File: config.mk
export PLATFORM = sky130hd
export DESIGN_NAME = rs232_des_gen_flat
export DESIGN_NICKNAME = d
export VERILOG_FILES = /design/src/rtl/rs232_des_gen_if.sv /design/src/rtl/rs232_des_gen.sv /design/src/flat_wrapper.sv
export SDC_FILE = /design/constraint.sdc
export NUM_CORES = 1
export LEC_CHECK = 0
export ABC_AREA = 1
export CAP_MARGIN = 25
export CORE_ASPECT_RATIO = 0.75
export CORE_MARGIN = 3
export CORE_UTILIZATION = 65
export DETAILED_ROUTE_END_ITERATION = 12
export DONT_BUFFER_PORTS = 1
export GPL_TIMING_DRIVEN = 0
export HOLD_SLACK_MARGIN = 0.15
export PLACE_DENSITY = 0.83
export SYNTH_ARGS = -nofsm -noshare
export SYNTH_HDL_FRONTEND = slang
export SYNTH_SLANG_ARGS = --single-unit
File: constraint.sdc
create_clock -name clk -period 3.33 [get_ports clk]
set_clock_uncertainty 0.2 [all_clocks]
set_input_delay 0.666 -clock clk [delete_from_list [all_inputs] [get_ports clk]]
set_output_delay 0.666 -clock clk [all_outputs]
set_load 0.005 [all_outputs]
File: src/rtl/rs232_des_gen_if.sv
// Character handshake bundle between the RS-232 receiver and its consumer.
// The slave side owns the serial line and the acknowledge.
interface rs232_des_gen_if #(
   parameter int P_DATA_BITS = 8
) ();
   logic                   rx;
   logic [P_DATA_BITS-1:0] rx_data;
   logic                   rx_req;
   logic                   rx_ack;
   logic                   rx_perr;
   logic                   rx_ferr;
   logic                   rx_break;
   logic                   rx_overrun;

   modport master (
      input  rx,
      input  rx_ack,
      output rx_data,
      output rx_req,
      output rx_perr,
      output rx_ferr,
      output rx_break,
      output rx_overrun
   );

   modport slave (
      output rx,
      output rx_ack,
      input  rx_data,
      input  rx_req,
      input  rx_perr,
      input  rx_ferr,
      input  rx_break,
      input  rx_overrun
   );
endinterface

File: src/rtl/rs232_des_gen.sv
// Parametrised RS-232 receiver: 3-sample majority voting, false-start rejection,
// parity/framing/break/overrun status and a req/ack character handshake.
module rs232_des_gen #(
   parameter int P_CLK_FREQ_HZ = 100000000,
   parameter int P_BAUD_RATE   = 9600,
   parameter int P_DATA_BITS   = 8,
   parameter int P_PARITY      = 0,
   parameter int P_STOP_BITS   = 1
) (
   input  logic            clk,
   input  logic            rst_n,
   rs232_des_gen_if.master bus
);

   localparam int BIT_CNT = P_CLK_FREQ_HZ / P_BAUD_RATE;
   localparam int HALF    = BIT_CNT / 2;
   localparam int CNT_W   = (BIT_CNT > 1) ? $clog2(BIT_CNT) : 1;

   localparam logic [CNT_W-1:0] CNT_ZERO = CNT_W'(0);
   localparam logic [CNT_W-1:0] CNT_ONE  = CNT_W'(1);
   localparam logic [CNT_W-1:0] CNT_LAST = CNT_W'(BIT_CNT - 1);
   localparam logic [CNT_W-1:0] CNT_SMPA = CNT_W'(HALF - 1);
   localparam logic [CNT_W-1:0] CNT_SMPB = CNT_W'(HALF);
   localparam logic [CNT_W-1:0] CNT_DEC  = CNT_W'(HALF + 1);

   localparam logic [3:0] IDX_ZERO      = 4'd0;
   localparam logic [3:0] IDX_ONE       = 4'd1;
   localparam logic [3:0] IDX_DATA_LAST = 4'(P_DATA_BITS - 1);
   localparam logic [3:0] IDX_STOP_LAST = 4'(P_STOP_BITS - 1);

   localparam logic PAR_EN  = (P_PARITY != 0);
   localparam logic PAR_ODD = (P_PARITY == 1);

   localparam logic [P_DATA_BITS-1:0] DATA_ZERO = {P_DATA_BITS{1'b0}};

   generate
      if (BIT_CNT < 8) begin : g_chk_bit_cnt
         $error("rs232_des_gen: clock/baud ratio must be at least 8");
      end
      if ((P_DATA_BITS < 5) || (P_DATA_BITS > 9)) begin : g_chk_data_bits
         $error("rs232_des_gen: P_DATA_BITS must be 5..9");
      end
      if ((P_PARITY < 0) || (P_PARITY > 2)) begin : g_chk_parity
         $error("rs232_des_gen: P_PARITY must be 0, 1 or 2");
      end
      if ((P_STOP_BITS < 1) || (P_STOP_BITS > 2)) begin : g_chk_stop_bits
         $error("rs232_des_gen: P_STOP_BITS must be 1 or 2");
      end
   endgenerate

   typedef enum logic [2:0] {
      ST_IDLE   = 3'd0,
      ST_START  = 3'd1,
      ST_DATA   = 3'd2,
      ST_PARITY = 3'd3,
      ST_STOP   = 3'd4
   } state_t;

   function automatic logic maj3(input logic a, input logic b, input logic c);
      return (a & b) | (a & c) | (b & c);
   endfunction

   // Expected parity bit: XOR of the data, inverted for odd parity
   function automatic logic parity_exp(input logic [P_DATA_BITS-1:0] d, input logic odd);
      return (^d) ^ odd;
   endfunction

   logic                   rx_meta_r, rx_s_r, rx_s_d1_r;
   state_t                 state_r, state_nxt_s;
   logic [CNT_W-1:0]       cnt_r, cnt_nxt_s, cnt_inc_s;
   logic [3:0]             bit_idx_r, bit_idx_nxt_s;
   logic [1:0]             smp_r, smp_nxt_s;
   logic [P_DATA_BITS-1:0] shift_r, shift_nxt_s;
   logic                   par_bit_r, par_bit_nxt_s;
   logic                   perr_pend_r, perr_pend_nxt_s;
   logic                   ferr_pend_r, ferr_pend_nxt_s;
   logic                   stop_one_r, stop_one_nxt_s;
   logic                   fall_s, maj_s, dec_s, bnd_s, done_s;

   logic [P_DATA_BITS-1:0] rx_data_r, rx_data_nxt_s;
   logic                   rx_req_r, rx_req_nxt_s;
   logic                   rx_perr_r, rx_perr_nxt_s;
   logic                   rx_ferr_r, rx_ferr_nxt_s;
   logic                   rx_break_r, rx_break_nxt_s;
   logic                   rx_overrun_r, rx_overrun_nxt_s;
   logic                   frm_perr_s, frm_ferr_s, frm_brk_s;

   // Two-flop synchroniser plus one delay stage for falling-edge detection
   always_ff @(posedge clk or negedge rst_n) begin
      if (!rst_n) begin
         rx_meta_r <= 1'b1;
         rx_s_r    <= 1'b1;
         rx_s_d1_r <= 1'b1;
      end else begin
         rx_meta_r <= bus.rx;
         rx_s_r    <= rx_meta_r;
         rx_s_d1_r <= rx_s_r;
      end
   end

   assign fall_s = rx_s_d1_r & ~rx_s_r;
   assign maj_s  = maj3(smp_r[0], smp_r[1], rx_s_r);
   assign dec_s  = (cnt_r == CNT_DEC);
   assign bnd_s  = (cnt_r == CNT_LAST);

   // Frame FSM next-state and sampling datapath
   always_comb begin
      state_nxt_s     = state_r;
      cnt_nxt_s       = cnt_r;
      bit_idx_nxt_s   = bit_idx_r;
      smp_nxt_s       = smp_r;
      shift_nxt_s     = shift_r;
      par_bit_nxt_s   = par_bit_r;
      perr_pend_nxt_s = perr_pend_r;
      ferr_pend_nxt_s = ferr_pend_r;
      stop_one_nxt_s  = stop_one_r;
      done_s          = 1'b0;

      if (bnd_s) begin
         cnt_inc_s = CNT_ZERO;
      end else begin
         cnt_inc_s = cnt_r + CNT_ONE;
      end

      if (cnt_r == CNT_SMPA) begin
         smp_nxt_s[0] = rx_s_r;
      end else if (cnt_r == CNT_SMPB) begin
         smp_nxt_s[1] = rx_s_r;
      end else begin
         smp_nxt_s = smp_r;
      end

      case (state_r)
         ST_IDLE: begin
            cnt_nxt_s     = CNT_ZERO;
            bit_idx_nxt_s = IDX_ZERO;
            if (fall_s) begin
               state_nxt_s     = ST_START;
               par_bit_nxt_s   = 1'b0;
               perr_pend_nxt_s = 1'b0;
               ferr_pend_nxt_s = 1'b0;
               stop_one_nxt_s  = 1'b0;
            end else begin
               state_nxt_s = ST_IDLE;
            end
         end
         ST_START: begin
            cnt_nxt_s = cnt_inc_s;
            if (dec_s && maj_s) begin
               state_nxt_s = ST_IDLE;
               cnt_nxt_s   = CNT_ZERO;
            end else if (bnd_s) begin
               state_nxt_s   = ST_DATA;
               bit_idx_nxt_s = IDX_ZERO;
            end else begin
               state_nxt_s = ST_START;
            end
         end
         ST_DATA: begin
            cnt_nxt_s = cnt_inc_s;
            if (dec_s) begin
               shift_nxt_s = {maj_s, shift_r[P_DATA_BITS-1:1]};
            end else begin
               shift_nxt_s = shift_r;
            end
            if (bnd_s && (bit_idx_r == IDX_DATA_LAST)) begin
               bit_idx_nxt_s = IDX_ZERO;
               state_nxt_s   = PAR_EN ? ST_PARITY : ST_STOP;
            end else if (bnd_s) begin
               bit_idx_nxt_s = bit_idx_r + IDX_ONE;
            end else begin
               bit_idx_nxt_s = bit_idx_r;
            end
         end
         ST_PARITY: begin
            cnt_nxt_s = cnt_inc_s;
            if (dec_s) begin
               par_bit_nxt_s   = maj_s;
               perr_pend_nxt_s = maj_s ^ parity_exp(shift_r, PAR_ODD);
            end else if (bnd_s) begin
               state_nxt_s   = ST_STOP;
               bit_idx_nxt_s = IDX_ZERO;
            end else begin
               state_nxt_s = ST_PARITY;
            end
         end
         ST_STOP: begin
            cnt_nxt_s = cnt_inc_s;
            // Finish on the last stop decision so the next start edge can resync
            if (dec_s) begin
               ferr_pend_nxt_s = ferr_pend_r | ~maj_s;
               stop_one_nxt_s  = stop_one_r | maj_s;
               if (bit_idx_r == IDX_STOP_LAST) begin
                  done_s        = 1'b1;
                  state_nxt_s   = ST_IDLE;
                  cnt_nxt_s     = CNT_ZERO;
                  bit_idx_nxt_s = IDX_ZERO;
               end else begin
                  state_nxt_s = ST_STOP;
               end
            end else if (bnd_s) begin
               bit_idx_nxt_s = bit_idx_r + IDX_ONE;
            end else begin
               state_nxt_s = ST_STOP;
            end
         end
         default: begin
            state_nxt_s   = ST_IDLE;
            cnt_nxt_s     = CNT_ZERO;
            bit_idx_nxt_s = IDX_ZERO;
         end
      endcase
   end

   assign frm_perr_s = PAR_EN & perr_pend_r;
   assign frm_ferr_s = ferr_pend_r | ~maj_s;
   assign frm_brk_s  = (shift_r == DATA_ZERO) & (~PAR_EN | ~par_bit_r) & ~stop_one_r & ~maj_s;

   // Frame completion and req/ack handshake for the held character
   always_comb begin
      rx_data_nxt_s    = rx_data_r;
      rx_req_nxt_s     = rx_req_r;
      rx_perr_nxt_s    = rx_perr_r;
      rx_ferr_nxt_s    = rx_ferr_r;
      rx_break_nxt_s   = rx_break_r;
      rx_overrun_nxt_s = rx_overrun_r;

      if (done_s) begin
         if (!rx_req_r || bus.rx_ack) begin
            rx_data_nxt_s    = shift_r;
            rx_perr_nxt_s    = frm_perr_s;
            rx_ferr_nxt_s    = frm_ferr_s;
            rx_break_nxt_s   = frm_brk_s;
            rx_req_nxt_s     = 1'b1;
            rx_overrun_nxt_s = 1'b0;
         end else begin
            rx_overrun_nxt_s = 1'b1;
         end
      end else if (rx_req_r && bus.rx_ack) begin
         rx_req_nxt_s     = 1'b0;
         rx_overrun_nxt_s = 1'b0;
      end else begin
         rx_req_nxt_s = rx_req_r;
      end
   end

   // FSM state and datapath registers
   always_ff @(posedge clk or negedge rst_n) begin
      if (!rst_n) begin
         state_r     <= ST_IDLE;
         cnt_r       <= CNT_ZERO;
         bit_idx_r   <= IDX_ZERO;
         smp_r       <= 2'b11;
         shift_r     <= DATA_ZERO;
         par_bit_r   <= 1'b0;
         perr_pend_r <= 1'b0;
         ferr_pend_r <= 1'b0;
         stop_one_r  <= 1'b0;
      end else begin
         state_r     <= state_nxt_s;
         cnt_r       <= cnt_nxt_s;
         bit_idx_r   <= bit_idx_nxt_s;
         smp_r       <= smp_nxt_s;
         shift_r     <= shift_nxt_s;
         par_bit_r   <= par_bit_nxt_s;
         perr_pend_r <= perr_pend_nxt_s;
         ferr_pend_r <= ferr_pend_nxt_s;
         stop_one_r  <= stop_one_nxt_s;
      end
   end

   // Registered character and status outputs
   always_ff @(posedge clk or negedge rst_n) begin
      if (!rst_n) begin
         rx_data_r    <= DATA_ZERO;
         rx_req_r     <= 1'b0;
         rx_perr_r    <= 1'b0;
         rx_ferr_r    <= 1'b0;
         rx_break_r   <= 1'b0;
         rx_overrun_r <= 1'b0;
      end else begin
         rx_data_r    <= rx_data_nxt_s;
         rx_req_r     <= rx_req_nxt_s;
         rx_perr_r    <= rx_perr_nxt_s;
         rx_ferr_r    <= rx_ferr_nxt_s;
         rx_break_r   <= rx_break_nxt_s;
         rx_overrun_r <= rx_overrun_nxt_s;
      end
   end

   assign bus.rx_data    = rx_data_r;
   assign bus.rx_req     = rx_req_r;
   assign bus.rx_perr    = rx_perr_r;
   assign bus.rx_ferr    = rx_ferr_r;
   assign bus.rx_break   = rx_break_r;
   assign bus.rx_overrun = rx_overrun_r;

endmodule

File: src/flat_wrapper.sv
// flat-port wrapper written by rule: the top's interface ports become plain ports
module rs232_des_gen_flat 
#(
   parameter int P_CLK_FREQ_HZ = 100000000,
   parameter int P_BAUD_RATE   = 9600,
   parameter int P_DATA_BITS   = 8,
   parameter int P_PARITY      = 0,
   parameter int P_STOP_BITS   = 1
)
  (clk, rst_n, bus_rx, bus_rx_ack, bus_rx_data, bus_rx_req, bus_rx_perr, bus_rx_ferr, bus_rx_break, bus_rx_overrun);
  rs232_des_gen_if #(.P_DATA_BITS(P_DATA_BITS)) bus_i ();
  input  logic clk;
  input  logic rst_n;
  input wire logic [$bits(bus_i.rx)-1:0] bus_rx;
  input wire logic [$bits(bus_i.rx_ack)-1:0] bus_rx_ack;
  output wire logic [$bits(bus_i.rx_data)-1:0] bus_rx_data;
  output wire logic [$bits(bus_i.rx_req)-1:0] bus_rx_req;
  output wire logic [$bits(bus_i.rx_perr)-1:0] bus_rx_perr;
  output wire logic [$bits(bus_i.rx_ferr)-1:0] bus_rx_ferr;
  output wire logic [$bits(bus_i.rx_break)-1:0] bus_rx_break;
  output wire logic [$bits(bus_i.rx_overrun)-1:0] bus_rx_overrun;
  assign bus_i.rx = bus_rx;
  assign bus_i.rx_ack = bus_rx_ack;
  assign bus_rx_data = bus_i.rx_data;
  assign bus_rx_req = bus_i.rx_req;
  assign bus_rx_perr = bus_i.rx_perr;
  assign bus_rx_ferr = bus_i.rx_ferr;
  assign bus_rx_break = bus_i.rx_break;
  assign bus_rx_overrun = bus_i.rx_overrun;
  rs232_des_gen #(.P_CLK_FREQ_HZ(P_CLK_FREQ_HZ), .P_BAUD_RATE(P_BAUD_RATE), .P_DATA_BITS(P_DATA_BITS), .P_PARITY(P_PARITY), .P_STOP_BITS(P_STOP_BITS)) u_core (.clk(clk), .rst_n(rst_n), .bus(bus_i));
endmodule
==> results.ini <==
[sta]
slew_headroom_pct = 61.2
clock.fmax_mhz = 480
fin_crit_sh_pct = 62.6
setup_violations = 0
tightestPinTransition_ns = 0.582
final.setup.tns_ns = 0
finalCriticalPeriod_ns = 2.09
drv_slew = 0
hold_violations = 0
rsz0062_at_grt = false

[clocking]
post_cts_buffers = 0
clock_latency_ns = 0.32
clockRootBuffer = clkbuf_8
clk_pin_slew_ns = 0.09
cts_max_level = 2
clk_path_buf_depth = 2
cts_buffers = 5
tritoncts = yes
ctsHoldBuffers = 3
cts_resized = 0
clock-sinks = 48

[floorplan]
row_count = 20
dieHeight_um = 63.4
die_w_um = 82.5
ios = 17
die_area_um2 = 5230
start_util_pct = 69.1
core_um2 = 4130

[worst_hold_path]
hp-start = u_core.rx_meta_r
hold_depth = 0
hold_path_class = reg -> reg
hold_path_end = u_core.rx_s_r

[layout]
final_nets = 389
diodes = 0
drive_above_1_share_pct = 15.0
area_growth_pct = 7.50
instances_no_fill = 436

[synthesis]
yosys_warnings = 0
syn_area_per_cell_um2 = 7.71
synth_top_area_cell = dfrtp_1
synth-seq-cells = 48
syn_inst = 370
synth_top_area_share_pct = 37.7
synth_fp_nets = 379
async_reset_ff_share_pct = 100
synthFlopType = dfrtp_1
ys_seq_area_share_pct = 42.3
synth_area_um2 = 2850
synth_cell_types = 34
synth_edf_count = 0
synthTopCellsByArea = dfrtp_1 38%, nand2_1 11%, nand3_1 7.4%

[outcome]
status = finished, final reports clean

[grt]
grt.total_usage_pct = 27.6
grt_pass1_vias = 2316
grt_max_degree = 49
antenna_found_initial = 0
grt.overflow.total = 0
grt_first_pass_wirelength_mm = 10.8

[worst_setup_path]
cp-start-kind = flip-flop
ff2ff_path_depth = 9
end_kind = flip-flop
cp.required_ns = 3.32
regToRegSetupSlack_ns = 1.24
crit_fanout = 10
critPathKind = reg -> reg
startpoint = u_core.cnt_r[0]
r2r_start = u_core.cnt_r[0]
cp.arrival_ns = 2.08
r2r_end = u_core.cnt_r[1]

[place]
gp_congestion = 0.895
numPortBuffers = 0
dpl.hpwl_mm = 4.78
place_inst = 425

[route]
dr.first_iter.drc_count = 247
wl_per_cell_um = 15.0
drc_errors = 0
ant_nets = 0
firstDrtPassIters = 5
wirelength_mm = 6.56
vias = 2439
via_per_inst = 5.59

[pwr]
power.density_nw_per_um2 = 418
leakagePower_uw = 0.00148
irDropWorstVdd_v = 0.000315

[job]
max_cap_violations = 0

==> area by class of cell <==
cell class / instances / area [um^2]
flip-flops and latches: 48 / 1210
clock buffers: 6 / 82.6
plain buffers: 9 / 65.1
repair buffers: 3 / 47.5
well taps: 55 / 68.8
inverters: 48 / 180
clock inverters: 2 / 15.0
multi-input cells: 265 / 1400
fillers: 322 / 1060
==> flip-flops by register name, summed over array words and instances, names as in the netlist <==
signal,flops
u_core.bus.rx_req,1
u_core.ferr_pend_r,1
u_core.smp_r,2
u_core.bus.rx_break,1
u_core.cnt_r,14
u_core.stop_one_r,1
u_core.bus.rx_overrun,1
u_core.bit_idx_r,4
u_core.rx_meta_r,1
u_core.bus.rx_data,8
u_core.state_r,3
u_core.rx_s_d1_r,1
u_core.rx_s_r,1
u_core.bus.rx_ferr,1
u_core.shift_r,8
==> power by group <==
| part | total [uW] | leakage [uW] | internal (uW) | switching, uW |
|---|---|---|---|---|
| sequential | 667 | 0.000640 | 621 | 45.7 |
| combinational | 231 | 0.000798 | 84.1 | 147 |
| clock | 383 | 0.0000434 | 168 | 214 |
==> through the flow <==
step / hold WS (ns) / worst slack [ns] / total power (uW) / utilization [%] / area [um^2]
6_report: 0.165 / 1.24 / 1280 / 74.2 / 3070
4_1_cts: 0.163 / 1.27 / 1270 / 74.2 / 3070
3_5_place_dp: 0.150 / 1.29 / 888 / 70.7 / 2920
3_3_place_gp: 0.147 / 1.33 / 880 / 70.7 / 2920
2_1_floorplan: 0.145 / 1.58 / 845 / - / 2850
5_1_grt: 0.169 / 1.11 / 1350 / 74.2 / 3070
==> cell families (layout without fill, tap and decap cells) <==
kind of cell / Yosys count / count (layout) / share of synthesized area, %
fa+ha+maj: 5 / 5 / 2.19
simple gates: 210 / 210 / 34.8
xor+xnor: 9 / 9 / 2.76
compound gates: 40 / 40 / 9.21
other cells: 1 / 1 / 0.132
flops: 48 / 48 / 42.3
buf+inv: 57 / 68 / 8.60
==> metal layers <==
layer  vias to the layer above  wire [um]  GRT usage, %  share of wire (%)
met4                         0         70          6.85                1.1
li1                       1205          -             -                  -
met5                         -          0             0                  0
met3                         7        473          6.71                7.2
met1                      1141       3140          40.6                 48
met2                        86       2870          40.5                 44
==> cells in the mapped netlist (2+ instances only) <==
cell	n
nand2_1	87
inv_1	46
nand3_2	2
nand3_1	42
a31oi_1	3
clkbuf_1	2
xor2_1	8
o21ai_0	16
buf_4	2
dfstp_2	5
nor2_4	5
buf_6	3
nor2_2	3
nor3_1	5
o21ai_2	10
dfrtp_1	43
o211ai_1	5
a21oi_1	4
nand2_2	14
nand4_1	9
nor2_1	39
ha_1	5
==> worst max-delay path, cell delays in order (launching register included) <==
cell      delay [ns]
dfrtp_1         0.44
ha_1            0.30
nand2_2         0.12
nor2_2          0.21
nand3_1         0.12
nor2_2          0.14
buf_6           0.17
nor2_1          0.08
o211ai_1        0.09
nand3_1         0.10
==> worst max-delay path by stage <==
stage,to,slack [ns],cells after the start
2_1_floorplan,u_core.cnt_r[1],1.58,9
3_3_place_gp,u_core.cnt_r[1],1.33,9
3_5_place_dp,u_core.cnt_r[1],1.29,9
4_1_cts,u_core.cnt_r[1],1.27,9
5_1_grt,u_core.bit_idx_r[3],1.11,9
6_report,u_core.cnt_r[1],1.24,9
==> cells in the final DEF, fill, tap and decap left out, drive strengths merged, types with 4 or more instances in the layout <==
cell type and instances:
xor2 8, buf 8, a21oi 4, nand3 44, nor3 5, ha 5, o211ai 5, nor2 48
clkbuf 8, o21ai 26, inv 47, dfrtp 43, nand2 102, nand4 9, dfstp 5
Note: power is estimated with default switching activity, not from simulation.
